## config.mk

```make
export PLATFORM = sky130hd
export DESIGN_NAME = writeback_stage_flat
export DESIGN_NICKNAME = d
export VERILOG_FILES = /design/src/rtl/writeback_stage_if.sv /design/src/rtl/writeback_stage.sv /design/src/flat_wrapper.sv
export SDC_FILE = /design/constraint.sdc
export NUM_CORES = 1
export LEC_CHECK = 0
export BUFFER_PORTS_ARGS = -buffer_cell sky130_fd_sc_hd__buf_4
export CAP_MARGIN = 30
export CORE_AREA = 4 4 296 298
export CTS_BUF_LIST = sky130_fd_sc_hd__clkbuf_8 sky130_fd_sc_hd__clkbuf_16
export CTS_CLUSTER_DIAMETER = 80
export DETAILED_ROUTE_END_ITERATION = 16
export DIE_AREA = 0 0 300 302
export PLACE_DENSITY = 0.49
export SETUP_SLACK_MARGIN = 0.05
export SYNTH_ARGS = -nofsm -noshare
export SYNTH_HDL_FRONTEND = slang
export SYNTH_SLANG_ARGS = --single-unit
```

## constraint.sdc

```tcl
create_clock -name clk -period 20.4 [get_ports clk]
set_input_delay 3.06 -clock clk [delete_from_list [all_inputs] [get_ports clk]]
set_output_delay 3.06 -clock clk [all_outputs]
set_load 0.1 [all_outputs]
```

## src/rtl/writeback_stage_if.sv

```systemverilog
// Bundle between the memory stage and the writeback stage: registered memory-stage
// outputs and ecall completion in, register-file / store-commit / ecall signals out.
interface writeback_stage_if #(
  parameter int REG_WIDTH = 64
);
  logic [31:0]          wb_instrux;
  logic [63:0]          wb_pc;
  logic                 wb_is_inst_valid;
  logic                 wb_is_inst_regwrite;
  logic                 wb_is_mem_to_reg;
  logic [4:0]           wb_reg;
  logic [REG_WIDTH-1:0] wb_result;
  logic [REG_WIDTH-1:0] wb_ld_result;
  logic [2:0]           wb_dpw_size;
  logic [63:0]          wb_dpw_addr;
  logic [63:0]          wb_dpw_val;
  logic                 wb_dpw_is_inst_memwrite;
  logic                 wb_is_ecall_inst;
  logic                 ecall_done;
  logic [REG_WIDTH-1:0] ecall_ret;

  logic                 owb_rf_we;
  logic [4:0]           owb_rf_waddr;
  logic [REG_WIDTH-1:0] owb_rf_wdata;
  logic                 owb_dpw_req;
  logic [63:0]          owb_dpw_addr;
  logic [63:0]          owb_dpw_val;
  logic [2:0]           owb_dpw_size;
  logic                 owb_ecall_req;
  logic [63:0]          owb_ecall_pc;
  logic                 owb_stall;
  logic [63:0]          owb_retired;

  modport slave (
    input  wb_instrux, wb_pc, wb_is_inst_valid, wb_is_inst_regwrite, wb_is_mem_to_reg,
           wb_reg, wb_result, wb_ld_result, wb_dpw_size, wb_dpw_addr, wb_dpw_val,
           wb_dpw_is_inst_memwrite, wb_is_ecall_inst, ecall_done, ecall_ret,
    output owb_rf_we, owb_rf_waddr, owb_rf_wdata, owb_dpw_req, owb_dpw_addr, owb_dpw_val,
           owb_dpw_size, owb_ecall_req, owb_ecall_pc, owb_stall, owb_retired
  );

  modport master (
    output wb_instrux, wb_pc, wb_is_inst_valid, wb_is_inst_regwrite, wb_is_mem_to_reg,
           wb_reg, wb_result, wb_ld_result, wb_dpw_size, wb_dpw_addr, wb_dpw_val,
           wb_dpw_is_inst_memwrite, wb_is_ecall_inst, ecall_done, ecall_ret,
    input  owb_rf_we, owb_rf_waddr, owb_rf_wdata, owb_dpw_req, owb_dpw_addr, owb_dpw_val,
           owb_dpw_size, owb_ecall_req, owb_ecall_pc, owb_stall, owb_retired
  );
endinterface

```

## src/rtl/writeback_stage.sv

```systemverilog
// Final pipeline stage: load extension, register-file write, store commit pulses,
// and a request/done ecall handshake that stalls upstream while outstanding.
module writeback_stage #(
  parameter int REG_WIDTH = 64,
  parameter int A0_REG    = 10
) (
  input  logic              clk,
  input  logic              reset,
  writeback_stage_if.slave  bus
);

  localparam logic [0:0] RUN        = 1'b0;
  localparam logic [0:0] ECALL_WAIT = 1'b1;
  localparam logic [4:0] A0_ADDR    = 5'(A0_REG);

  logic [0:0]           state_q, state_d;
  logic                 rf_we_q, rf_we_d;
  logic [4:0]           rf_waddr_q, rf_waddr_d;
  logic [REG_WIDTH-1:0] rf_wdata_q, rf_wdata_d;
  logic                 dpw_req_q, dpw_req_d;
  logic [63:0]          dpw_addr_q, dpw_addr_d;
  logic [63:0]          dpw_val_q, dpw_val_d;
  logic [2:0]           dpw_size_q, dpw_size_d;
  logic                 ecall_req_q, ecall_req_d;
  logic [63:0]          ecall_pc_q, ecall_pc_d;
  logic [63:0]          retired_q, retired_d;

  logic [2:0]           funct3;
  logic [REG_WIDTH-1:0] ld_ext;
  logic [REG_WIDTH-1:0] wdata_sel;
  logic                 run_valid;
  logic                 take_ecall;
  logic                 take_plain;
  logic                 rf_fire;
  logic                 done_fire;
  logic                 unused_instrux;

  assign funct3         = bus.wb_instrux[14:12];
  assign unused_instrux = ^{bus.wb_instrux[31:15], bus.wb_instrux[11:0]};

  always_comb begin
    ld_ext = '0;
    case (funct3)
      3'b000:  ld_ext = {{(REG_WIDTH-8){bus.wb_ld_result[7]}},   bus.wb_ld_result[7:0]};
      3'b001:  ld_ext = {{(REG_WIDTH-16){bus.wb_ld_result[15]}}, bus.wb_ld_result[15:0]};
      3'b010:  ld_ext = {{(REG_WIDTH-32){bus.wb_ld_result[31]}}, bus.wb_ld_result[31:0]};
      3'b011:  ld_ext = bus.wb_ld_result;
      3'b100:  ld_ext = {{(REG_WIDTH-8){1'b0}},  bus.wb_ld_result[7:0]};
      3'b101:  ld_ext = {{(REG_WIDTH-16){1'b0}}, bus.wb_ld_result[15:0]};
      3'b110:  ld_ext = {{(REG_WIDTH-32){1'b0}}, bus.wb_ld_result[31:0]};
      default: ld_ext = '0;
    endcase
  end

  assign wdata_sel = bus.wb_is_mem_to_reg ? ld_ext : bus.wb_result;

  // Every action below is qualified by RUN, so inputs held during ECALL_WAIT are inert.
  assign run_valid  = (state_q == RUN) && bus.wb_is_inst_valid;
  assign take_ecall = run_valid && bus.wb_is_ecall_inst;
  assign take_plain = run_valid && !bus.wb_is_ecall_inst;
  assign rf_fire    = take_plain && bus.wb_is_inst_regwrite && (bus.wb_reg != 5'd0)
                      && !(bus.wb_is_mem_to_reg && (funct3 == 3'b111));
  assign done_fire  = (state_q == ECALL_WAIT) && bus.ecall_done;

  always_comb begin
    state_d     = state_q;
    rf_we_d     = rf_fire || done_fire;
    rf_waddr_d  = rf_waddr_q;
    rf_wdata_d  = rf_wdata_q;
    dpw_req_d   = take_plain && bus.wb_dpw_is_inst_memwrite;
    dpw_addr_d  = dpw_addr_q;
    dpw_val_d   = dpw_val_q;
    dpw_size_d  = dpw_size_q;
    ecall_req_d = ecall_req_q;
    ecall_pc_d  = ecall_pc_q;
    retired_d   = retired_q + {63'd0, (take_plain || done_fire)};

    if (done_fire) begin
      rf_waddr_d = A0_ADDR;
      rf_wdata_d = bus.ecall_ret;
    end else if (rf_fire) begin
      rf_waddr_d = bus.wb_reg;
      rf_wdata_d = wdata_sel;
    end

    if (dpw_req_d) begin
      dpw_addr_d = bus.wb_dpw_addr;
      dpw_val_d  = bus.wb_dpw_val;
      dpw_size_d = bus.wb_dpw_size;
    end

    case (state_q)
      RUN: begin
        if (take_ecall) begin
          state_d     = ECALL_WAIT;
          ecall_req_d = 1'b1;
          ecall_pc_d  = bus.wb_pc;
        end
      end
      ECALL_WAIT: begin
        if (bus.ecall_done) begin
          state_d     = RUN;
          ecall_req_d = 1'b0;
        end
      end
      default: state_d = RUN;
    endcase
  end

  always_ff @(posedge clk or posedge reset) begin
    if (reset) begin
      state_q     <= RUN;
      rf_we_q     <= 1'b0;
      rf_waddr_q  <= '0;
      rf_wdata_q  <= '0;
      dpw_req_q   <= 1'b0;
      dpw_addr_q  <= '0;
      dpw_val_q   <= '0;
      dpw_size_q  <= '0;
      ecall_req_q <= 1'b0;
      ecall_pc_q  <= '0;
      retired_q   <= '0;
    end else begin
      state_q     <= state_d;
      rf_we_q     <= rf_we_d;
      rf_waddr_q  <= rf_waddr_d;
      rf_wdata_q  <= rf_wdata_d;
      dpw_req_q   <= dpw_req_d;
      dpw_addr_q  <= dpw_addr_d;
      dpw_val_q   <= dpw_val_d;
      dpw_size_q  <= dpw_size_d;
      ecall_req_q <= ecall_req_d;
      ecall_pc_q  <= ecall_pc_d;
      retired_q   <= retired_d;
    end
  end

  assign bus.owb_stall     = take_ecall || ((state_q == ECALL_WAIT) && !bus.ecall_done);
  assign bus.owb_rf_we     = rf_we_q;
  assign bus.owb_rf_waddr  = rf_waddr_q;
  assign bus.owb_rf_wdata  = rf_wdata_q;
  assign bus.owb_dpw_req   = dpw_req_q;
  assign bus.owb_dpw_addr  = dpw_addr_q;
  assign bus.owb_dpw_val   = dpw_val_q;
  assign bus.owb_dpw_size  = dpw_size_q;
  assign bus.owb_ecall_req = ecall_req_q;
  assign bus.owb_ecall_pc  = ecall_pc_q;
  assign bus.owb_retired   = retired_q;

endmodule

```

## src/flat_wrapper.sv

```systemverilog
// flat-port wrapper written by rule: the top's interface ports become plain ports
module writeback_stage_flat 
#(
  parameter int REG_WIDTH = 64,
  parameter int A0_REG    = 10
)
  (clk, reset, bus_wb_instrux, bus_wb_pc, bus_wb_is_inst_valid, bus_wb_is_inst_regwrite, bus_wb_is_mem_to_reg, bus_wb_reg, bus_wb_result, bus_wb_ld_result, bus_wb_dpw_size, bus_wb_dpw_addr, bus_wb_dpw_val, bus_wb_dpw_is_inst_memwrite, bus_wb_is_ecall_inst, bus_ecall_done, bus_ecall_ret, bus_owb_rf_we, bus_owb_rf_waddr, bus_owb_rf_wdata, bus_owb_dpw_req, bus_owb_dpw_addr, bus_owb_dpw_val, bus_owb_dpw_size, bus_owb_ecall_req, bus_owb_ecall_pc, bus_owb_stall, bus_owb_retired);
  writeback_stage_if #(.REG_WIDTH(REG_WIDTH)) bus_i ();
  input  logic clk;
  input  logic reset;
  input wire logic [$bits(bus_i.wb_instrux)-1:0] bus_wb_instrux;
  input wire logic [$bits(bus_i.wb_pc)-1:0] bus_wb_pc;
  input wire logic [$bits(bus_i.wb_is_inst_valid)-1:0] bus_wb_is_inst_valid;
  input wire logic [$bits(bus_i.wb_is_inst_regwrite)-1:0] bus_wb_is_inst_regwrite;
  input wire logic [$bits(bus_i.wb_is_mem_to_reg)-1:0] bus_wb_is_mem_to_reg;
  input wire logic [$bits(bus_i.wb_reg)-1:0] bus_wb_reg;
  input wire logic [$bits(bus_i.wb_result)-1:0] bus_wb_result;
  input wire logic [$bits(bus_i.wb_ld_result)-1:0] bus_wb_ld_result;
  input wire logic [$bits(bus_i.wb_dpw_size)-1:0] bus_wb_dpw_size;
  input wire logic [$bits(bus_i.wb_dpw_addr)-1:0] bus_wb_dpw_addr;
  input wire logic [$bits(bus_i.wb_dpw_val)-1:0] bus_wb_dpw_val;
  input wire logic [$bits(bus_i.wb_dpw_is_inst_memwrite)-1:0] bus_wb_dpw_is_inst_memwrite;
  input wire logic [$bits(bus_i.wb_is_ecall_inst)-1:0] bus_wb_is_ecall_inst;
  input wire logic [$bits(bus_i.ecall_done)-1:0] bus_ecall_done;
  input wire logic [$bits(bus_i.ecall_ret)-1:0] bus_ecall_ret;
  output wire logic [$bits(bus_i.owb_rf_we)-1:0] bus_owb_rf_we;
  output wire logic [$bits(bus_i.owb_rf_waddr)-1:0] bus_owb_rf_waddr;
  output wire logic [$bits(bus_i.owb_rf_wdata)-1:0] bus_owb_rf_wdata;
  output wire logic [$bits(bus_i.owb_dpw_req)-1:0] bus_owb_dpw_req;
  output wire logic [$bits(bus_i.owb_dpw_addr)-1:0] bus_owb_dpw_addr;
  output wire logic [$bits(bus_i.owb_dpw_val)-1:0] bus_owb_dpw_val;
  output wire logic [$bits(bus_i.owb_dpw_size)-1:0] bus_owb_dpw_size;
  output wire logic [$bits(bus_i.owb_ecall_req)-1:0] bus_owb_ecall_req;
  output wire logic [$bits(bus_i.owb_ecall_pc)-1:0] bus_owb_ecall_pc;
  output wire logic [$bits(bus_i.owb_stall)-1:0] bus_owb_stall;
  output wire logic [$bits(bus_i.owb_retired)-1:0] bus_owb_retired;
  assign bus_i.wb_instrux = bus_wb_instrux;
  assign bus_i.wb_pc = bus_wb_pc;
  assign bus_i.wb_is_inst_valid = bus_wb_is_inst_valid;
  assign bus_i.wb_is_inst_regwrite = bus_wb_is_inst_regwrite;
  assign bus_i.wb_is_mem_to_reg = bus_wb_is_mem_to_reg;
  assign bus_i.wb_reg = bus_wb_reg;
  assign bus_i.wb_result = bus_wb_result;
  assign bus_i.wb_ld_result = bus_wb_ld_result;
  assign bus_i.wb_dpw_size = bus_wb_dpw_size;
  assign bus_i.wb_dpw_addr = bus_wb_dpw_addr;
  assign bus_i.wb_dpw_val = bus_wb_dpw_val;
  assign bus_i.wb_dpw_is_inst_memwrite = bus_wb_dpw_is_inst_memwrite;
  assign bus_i.wb_is_ecall_inst = bus_wb_is_ecall_inst;
  assign bus_i.ecall_done = bus_ecall_done;
  assign bus_i.ecall_ret = bus_ecall_ret;
  assign bus_owb_rf_we = bus_i.owb_rf_we;
  assign bus_owb_rf_waddr = bus_i.owb_rf_waddr;
  assign bus_owb_rf_wdata = bus_i.owb_rf_wdata;
  assign bus_owb_dpw_req = bus_i.owb_dpw_req;
  assign bus_owb_dpw_addr = bus_i.owb_dpw_addr;
  assign bus_owb_dpw_val = bus_i.owb_dpw_val;
  assign bus_owb_dpw_size = bus_i.owb_dpw_size;
  assign bus_owb_ecall_req = bus_i.owb_ecall_req;
  assign bus_owb_ecall_pc = bus_i.owb_ecall_pc;
  assign bus_owb_stall = bus_i.owb_stall;
  assign bus_owb_retired = bus_i.owb_retired;
  writeback_stage #(.REG_WIDTH(REG_WIDTH), .A0_REG(A0_REG)) u_core (.clk(clk), .reset(reset), .bus(bus_i));
endmodule
```

=== Word-level counts from Yosys, hierarchy flattened ===
Cells that the tools add are included.

* Flip-flop bits (word level): 332
* Output and inout bits: 332

* Reductions and logical operators: 21
* Muxes and demuxes: 12
* Bitwise logic cells: 1
* Add/sub/neg operators: 1
* Eq/ne operators: 9

{| class="wikitable"
|+ Operator list
! kind !! count
|-
| 64-bit one-hot mux with 7 select lines || 1
|-
| 64-bit two-way mux || 3
|-
| 64-bit by 1-bit adder with 64-bit output || 1
|-
| 3-bit equality test (second input constant) || 4
|-
| 1-bit logical AND || 10
|-
| 5-bit two-way mux || 2
|-
| 3-bit by 2-bit equality test with 1-bit output (second input constant) || 2
|-
| 5-bit nonzero test || 1
|-
| 1-bit two-way mux || 4
|-
| 1-bit one-hot mux with 2 select lines || 2
|-
| 2-bit AND reduction || 2
|-
| 3-bit by 1-bit equality test with 1-bit output (second input constant) || 1
|-
| 1-bit zero test || 3
|-
| 3-bit zero test || 1
|-
| 1-bit logical OR || 3
|-
| 2-bit by 1-bit != test with 1-bit output (second input constant) || 1
|-
| 2-bit != test (second input constant) || 1
|-
| 2-bit nonzero test || 1
|-
| 1-bit inverter || 1
|}

=== Longest topological paths before layout ===
Gate-level depths: netlist of the first run.

* Word-level depth: 8
* Depth in mapped cells: 9
* Mapped depth without buffers: 9

=== Worst setup path after synthesis of the first run ===
Ideal clock, no wire load.

* Path kind: in2out
* Start: input bus_ecall_done
* End: output bus_owb_stall
* Required time: 17340 ps
* Stages on the path: 1
* Data arrival time: 5162 ps
* Setup slack: 12178 ps
* Buffers on the path: 0
* Cells stage by stage: o21ai_0

* Word-level cells in the longest chain between the ends: 3

{| class="wikitable"
|+ RTL lines
! item !! line !! text
|-
| start, declared || flat_wrapper.sv:24 || <nowiki>input wire logic [$bits(bus_i.ecall_done)-1:0] bus_ecall_done;</nowiki>
|-
| 1-bit zero test || writeback_stage.sv:138 || <nowiki>assign bus.owb_stall = take_ecall || ((state_q == ECALL_WAIT) && !bus.ecall_done);</nowiki>
|-
| 1-bit logical AND || writeback_stage.sv:138 ||
|-
| 1-bit logical OR || writeback_stage.sv:138 ||
|-
| end, declared || flat_wrapper.sv:35 || <nowiki>output wire logic [$bits(bus_i.owb_stall)-1:0] bus_owb_stall;</nowiki>
|}

Every way passes these cells.

=== Final worst setup path of the first run ===
* Start: input bus_wb_is_ecall_inst
* End: output bus_owb_stall

* Word-level cells in the longest chain between the ends: 2

{| class="wikitable"
|+ RTL lines
! item !! line !! text
|-
| start, declared || flat_wrapper.sv:23 || <nowiki>input wire logic [$bits(bus_i.wb_is_ecall_inst)-1:0] bus_wb_is_ecall_inst;</nowiki>
|-
| 1-bit logical AND || writeback_stage.sv:59 || <nowiki>assign take_ecall = run_valid && bus.wb_is_ecall_inst;</nowiki>
|-
| 1-bit logical OR || writeback_stage.sv:138 ||
|}

Every way passes these cells.

==> metrics.md, run 1 <==
| Metric | Value |
|---|---|
| Max incr delay on CP | 0.63 ns |
| Leak | 10.5 nW |
| Layout cells sized above 1 | 0.533 |
| Slew at the pin closest to its max-slew limit | 0.949 ns |
| Initial Util | 0.168 |
| Synth area leader | dfrtp_1 |
| Critical path fanouts, max | 67 |
| Synth Area in XOR/XNOR | 0.0381 |
| Gpl congestion | 0.869 |
| Die Y | 302 um |
| Final Util | 0.264 |
| Count of pins over their slew limit | 0 |
| Core area | 0.0849 mm^2 |
| Yosys cell types | 45 |
| Port bufs | 734 |
| FF+latch count, synth | 332 |
| Setup TNS | 0 ns |
| Setup Skew | 0.0193 ns |
| Vias in the first global route | 13300 |
| Register area share after synthesis | 0.583 |
| WL final | 59000 um |
| Critical path's most frequent cell | buf_4 |
| Tcrit/Tclk final | 0.366 |
| Buf+Inv Stages, Crit Path | 3 |
| Cts repair resizes | 0 |
| Wirelength per Cell | 19.2 um |
| Largest family of logic cells by synthesized area | multiplexers |
| Die X | 300 um |
| Mux contribution to synthesized area | 0.155 |
| Iter 0 DRT Violations | 591 |
| Number of hold buffers added after CTS | 0 |
| Num CTS Buffers | 41 |
| Pin count of the biggest net entering global routing | 101 |
| Via density | 4.03 |
| Vias | 12400 |
| Commonest cells post-synth | dfrtp_1, mux2_2, nand2_1, o21ai_0, nor2_1 |
| DRC Markers | 0 |
| Total power | 3.16 mW |
| Syn. warnings | 0 |
| Worst-path clk slew | 0.05 ns |
| Htree depth | 2 |
| First-pass DRT Iterations | 5 |
| Adder-cell share of the synthesized area | 0.00176 |
| Slew headroom | 0.367 |
| Clk sink count | 332 |
| Delay-heaviest family, CP | buffers and inverters |
| Synthesized instance count | 1183 |
| Initial antenna violation count | 3 |
| Worst path slowest cell | buf_4 |
| Synth Area in Compound Gates | 0.110 |
| Final setup viols | 0 |
| Crit-path cells | buf_4 > nand3_2 > buf_4 > o21ai_0 > buf_4 |
| Mapped Avg Cell Area | 12.0 um^2 |
| Die area | 0.0906 mm^2 |
| CP Data Arrival Time | 4.40 ns |
| Detail Route Antenna Nets | 0 |
| Share of the synthesized area in the top cell type | 0.583 |
| Clock Latency Late Sink | 0.56 ns |
| IR drop worst, VDD | 0.102 mV |
| GRT overflow | 0 |
| Tot GR Track Use | 0.123 |
| RSZ-0062 raised after global routing | no |
| Nets | 2337 |
| Simple-Gate Fraction of Synth Area | 0.0873 |
| I/O Pins | 764 |
| F_max | 134 MHz |
| Post-synth EDFFs | 0 |
| Asr flop ratio synth | 1.00 |
| Dominant cells by area after synthesis | dfrtp_1, mux2_2, o21ai_0 |
| First-pass GRT wire length | 85700 um |
| FP Rows | 107 |
| Cell area after synthesis | 0.0143 mm^2 |
| Outcome | completed |
| Setup Buffers After CTS | 0 |
| PD cells | 141 mW/mm^2 |
| Max-Cap Viols | 0 |
| Main synth FF type | dfrtp_1 |
| Half-perimeter wire length after placement | 45400 um |
| WS Path Type | input port to output port |
| CP Launch Type | input port |
| CTS root buffer | clkbuf_16 |
| CTS tree | built |
| Most common cell in the netlist | dfrtp_1 |
| Layout area overhead | 57.4% |
| Fin. Hold Viols | 0 |
| Crit path required time | 17.34 ns |
| Net Count, Synth | 1617 |
| Setup crit end kind | output port |
| Hold WC Path Type | flop to flop |
| Clk buf depth | 3 |
| Post-route minimum period | 7.46 ns |
[worst register-to-register path: stages (launching register included)]
cell	delay, ns
dfrtp_1	0.40
nor3b_1	0.53
nand2b_1	0.40
ha_1	0.28
ha_1	0.22
nand2_1	0.11
nor2_1	0.44
nand4_2	0.39
nor3_1	0.29
xor2_1	0.18
[layout make-up]
type                       instances  area (um^2)
clock buffer                      51         1170
timing repair buffer             749         5640
sequential                       332         8310
tap                             1144         1430
multi-input combinational        765         5620
fill                            9065        62400
inverter                          14         60.1
antenna                            2         5.00
clock inverter                    23          199
[power breakdown]
group	switching (mW)	leakage (nW)	total, mW	internal [mW]
clock network	0.297	0.723	0.742	0.445
logic	1.22	5.73	1.54	0.323
registers	0.0816	4.05	0.877	0.795
[per-layer routing]
metal  part of all wire  up-vias  global-route usage
li1                   -     5669                   -
met4              0.037        0              0.0491
met1               0.37     6066               0.138
met5                  0        -                   0
met3              0.086      105              0.0401
met2               0.51      559               0.216
[worst paths after layout]
path | start | to | slack (ns) | cells past startpoint
worst max-delay path | bus_wb_is_ecall_inst | bus_owb_stall | 12.94 | 5
max in group asynchronous | reset | u_core.bus.owb_dpw_addr[54] | 14.76 | 5
worst min-delay path | u_core.bus.owb_retired[63] | u_core.bus.owb_retired[63] | 0.47 | 1
min in group asynchronous | reset | u_core.bus.owb_dpw_addr[35] | 2.63 | 2
worst max register to register | u_core.state_q | u_core.bus.owb_retired[48] | 17.08 | 9
worst min register to register | u_core.bus.owb_retired[63] | u_core.bus.owb_retired[63] | 0.47 | 1
[cell families (layout without fill, tap and decap cells)]
logic type,count (synthesis),in the layout
AO/OA/AOI/OAI,246,246
other,0,2
XOR/XNOR,62,62
flip-flops,332,332
buffers and inverters,86,837
adder cells (fa/ha/maj),2,2
AND/OR/NAND/NOR,259,259
multiplexers,196,196
[flip-flops by register name, summed over array words and instances (netlist names), 3 cells and up]
name,cells
u_core.bus.owb_dpw_val,64
u_core.bus.owb_rf_waddr,5
u_core.bus.owb_dpw_addr,64
u_core.bus.owb_rf_wdata,64
u_core.bus.owb_retired,64
u_core.bus.owb_ecall_pc,64
u_core.bus.owb_dpw_size,3
[cells in the final DEF (no fill, tap or decap), types with 7 or more instances in the layout]
cell | Yosys | routed
a21o_1 | 32 | 32
or3_1 | 9 | 9
nand2_1 | 110 | 109
a211oi_1 | 17 | 16
nand4_1 | 15 | 15
buf_4 | 2 | 748
inv_1 | 14 | 22
nor2_1 | 57 | 57
xor2_1 | 35 | 35
clkbuf_8 | 0 | 9
nor3_1 | 11 | 11
clkinv_2 | 0 | 7
o21ai_1 | 9 | 8
a221oi_1 | 40 | 40
o31ai_1 | 8 | 8
nand3_1 | 27 | 26
mux2_2 | 195 | 195
clkbuf_16 | 0 | 42
dfrtp_1 | 332 | 332
xnor2_1 | 27 | 27
a21oi_1 | 41 | 41
o21ai_0 | 90 | 90
[per-stage QoR]
stage                     worst slack, ns  cell area, um^2  hold WS, ns  cells
after floorplan                      8.14            14300        0.570   1183
after global placement              12.91            21000        0.462   3002
after detailed placement            12.90            21000        0.466   3003
after CTS                           12.88            22400        0.473   3077
after global routing                12.79            22400        0.499   3080
final                               12.94            22400        0.474   3080
Power figures use the tool's default switching activity.
==> run 2: changes to the inputs <==
--- a/config.mk
+++ b/config.mk
@@ -7,12 +7,12 @@
 export LEC_CHECK = 0
 export BUFFER_PORTS_ARGS = -buffer_cell sky130_fd_sc_hd__buf_4
 export CAP_MARGIN = 30
-export CORE_AREA = 4 4 296 298
+export CORE_AREA = 4 4 291 293
 export CTS_BUF_LIST = sky130_fd_sc_hd__clkbuf_8 sky130_fd_sc_hd__clkbuf_16
 export CTS_CLUSTER_DIAMETER = 80
 export DETAILED_ROUTE_END_ITERATION = 16
-export DIE_AREA = 0 0 300 302
-export PLACE_DENSITY = 0.49
+export DIE_AREA = 0 0 295 297
+export PLACE_DENSITY = 0.5
 export SETUP_SLACK_MARGIN = 0.05
 export SYNTH_ARGS = -nofsm -noshare
 export SYNTH_HDL_FRONTEND = slang
==> constraint.sdc (replaced) <==
create_clock -name clk -period 6.95 [get_ports clk]
set_input_delay 1.0425 -clock clk [delete_from_list [all_inputs] [get_ports clk]]
set_output_delay 1.0425 -clock clk [all_outputs]
set_load 0.1 [all_outputs]
==> metrics.md, run 2 (same netlist as run 1, synthesis figures left out) <==
| Metric | Value |
|---|---|
| Initial Util | 0.174 (was 0.168) |
| Worst-path clk slew | 0.06 ns (was 0.05 ns) |
| Hold WC Path Type | flop to flop (unchanged) |
| Iter 0 DRT Violations | 576 (was 591) |
| Multi-input logic area | 0.00563 mm^2 (was 0.00562 mm^2) |
| FP Rows | 105 (was 107) |
| CTS root buffer | clkbuf_16 (unchanged) |
| Setup crit end kind | flop (was output port) |
| Gpl congestion | 0.812 (was 0.869) |
| I/O Pins | 764 (unchanged) |
| Wirelength per Cell | 19.5 um (was 19.2 um) |
| Fin. Hold Viols | 0 (unchanged) |
| Clk buf depth | 3 (unchanged) |
| Port bufs | 734 (unchanged) |
| Setup Buffers After CTS | 0 (unchanged) |
| Filler cells | 8583 (was 9065) |
| Max-Cap Viols | 0 (unchanged) |
| Hold depth | 1 (unchanged) |
| Clock Latency Late Sink | 0.55 ns (was 0.56 ns) |
| Layout area overhead | 56.8% (was 57.4%) |
| Half-perimeter wire length after placement | 45000 um (was 45400 um) |
| First-pass DRT Iterations | 5 (unchanged) |
| Crit-path cells | buf_4 > nor3b_1 > nand2b_1 > ha_1 > ha_1 > nand2_1 > nor2_1 > nand4_2 > nor4_2 > xnor2_1 (was buf_4 > nand3_2 > buf_4 > o21ai_0 > buf_4) |
| Outcome | completed (unchanged) |
| F_max | 287 MHz |
| Post-route minimum period | 3.48 ns |
| Tcrit/Tclk final | 0.501 |
| Sequential Area | 0.00831 mm^2 (unchanged) |
| Critical path fanouts, max | 9 (was 67) |
| Htree depth | 2 (unchanged) |
| Leak | 10.5 nW (about the same) |
| Number of hold buffers added after CTS | 0 (unchanged) |
| Die area | 0.0876 mm^2 (was 0.0906 mm^2) |
| IR drop worst, VDD | 0.228 mV (was 0.102 mV) |
| Crit path required time | 7.42 ns (was 17.34 ns) |
| R2R depth | 9 (unchanged) |
| Core area | 0.0818 mm^2 (was 0.0849 mm^2) |
| Tot GR Track Use | 0.127 (was 0.123) |
| Worst path slowest cell | nor3b_1 (was buf_4) |
| Num CTS Buffers | 41 (unchanged) |
| CP Launch Type | input port (unchanged) |
| GRT overflow | 0 (unchanged) |
| PD cells | 413 mW/mm^2 (was 141 mW/mm^2) |
| Dpl ws | 2.81 ns (was 12.90 ns) |
| Final setup viols | 0 (unchanged) |
| Vias in the first global route | 13200 (was 13300) |
| WS Path Type | input port to flop (was input port to output port) |
| PnR worst setup slack | 3.47 ns (was 12.94 ns) |
| Setup Skew | 0.0129 ns (was 0.0193 ns) |
| Initial antenna violation count | 1 (was 3) |
| WL final | 58700 um (was 59000 um) |
| Vias | 12500 (was 12400) |
| First-pass GRT wire length | 85800 um (was 85700 um) |
| CTS tree | built (unchanged) |
| RSZ-0062 raised after global routing | no (unchanged) |
| Detail Route Antenna Nets | 0 (unchanged) |
| Most frequent cells in the layout | buf_4, dfrtp_1, mux2_2 (unchanged) |
| Total power | 9.23 mW (was 3.16 mW) |
| Slew at the pin closest to its max-slew limit | 0.985 ns (was 0.949 ns) |
| Critical path's most frequent cell | ha_1 (was buf_4) |
| Max incr delay on CP | 0.58 ns (was 0.63 ns) |
| Commonest non-fill, non-tap cell in the layout | buf_4 (unchanged) |
| Via density | 4.15 (was 4.03) |
| Die Y | 297 um (was 302 um) |
| Pin count of the biggest net entering global routing | 142 (was 101) |
| Slew headroom | 0.343 (was 0.367) |
| Count of pins over their slew limit | 0 (unchanged) |
| Cts repair resizes | 0 (unchanged) |
| DRC Markers | 0 (unchanged) |
| Final Util | 0.273 (was 0.264) |
| Setup TNS | 0 ns (unchanged) |
| Clk sink count | 332 (unchanged) |
| CP Data Arrival Time | 3.96 ns (was 4.40 ns) |
| Die X | 295 um (was 300 um) |
| Nets | 2337 (unchanged) |
| Layout cells sized above 1 | 0.532 (was 0.533) |
-- run 2: cell types whose count changed in the layout (fill, tap and decap cells not counted), sizes merged --
cell | before | now
clkinvlp | 0 | 2
diode | 2 | 1
inv | 26 | 30
clkinv | 8 | 4
clkbuf | 51 | 50
bufinv | 3 | 2
-- run 2: area by class of cell --
class                           count  area share
Sequential cell                   332       0.372
Timing Repair Buffer              749       0.255
Inverter                           14     0.00252
Tap cell                         1070      0.0599
Antenna cell                        1    0.000112
Clock buffer                       50      0.0514
Clock inverter                     24     0.00795
Multi-Input combinational cell    765       0.252
-- run 2: report_power, final --
| part | switching (mW) | internal (mW) |
|---|---|---|
| Sequential | 0.252 | 2.33 |
| Clock | 0.867 | 1.25 |
| Combinational | 3.58 | 0.952 |
-- run 2: metrics by stage --
stage               cells  cell area, um^2  hold slack [ns]
CTS                  3003            22300            0.485
global route         3005            22400            0.499
global placement     2927            21000            0.463
floorplan            1183            14300            0.570
detailed placement   2929            21000            0.475
finish               3005            22400            0.480
-- run 2: worst paths after layout --
path / startpoint / to / slack (ns)
min: u_core.bus.owb_retired[63] / u_core.bus.owb_retired[63] / 0.48
max: bus_wb_is_ecall_inst / u_core.bus.owb_retired[62] / 3.47
min reg2reg: u_core.bus.owb_retired[63] / u_core.bus.owb_retired[63] / 0.48
min in group asynchronous: reset / u_core.bus.owb_ecall_pc[28] / 0.58
max in group asynchronous: reset / u_core.bus.owb_retired[25] / 5.11
max reg2reg: u_core.state_q / u_core.bus.owb_retired[62] / 3.65
-- run 2: per-layer routing --
metal	global-route usage	part of all wire	up-vias
li1	-	-	5674
met1	0.139	0.36	6125
met2	0.231	0.51	572
met3	0.0425	0.093	92
met4	0.0412	0.032	0
met5	0	0	-
-- run 2: worst max-delay path: cells and delay by family --
kind          cells  cell delay, ns
xor+xnor          1            0.16
fa+ha+maj         2            0.45
buf+inv           1            0.14
simple gates      6            2.15
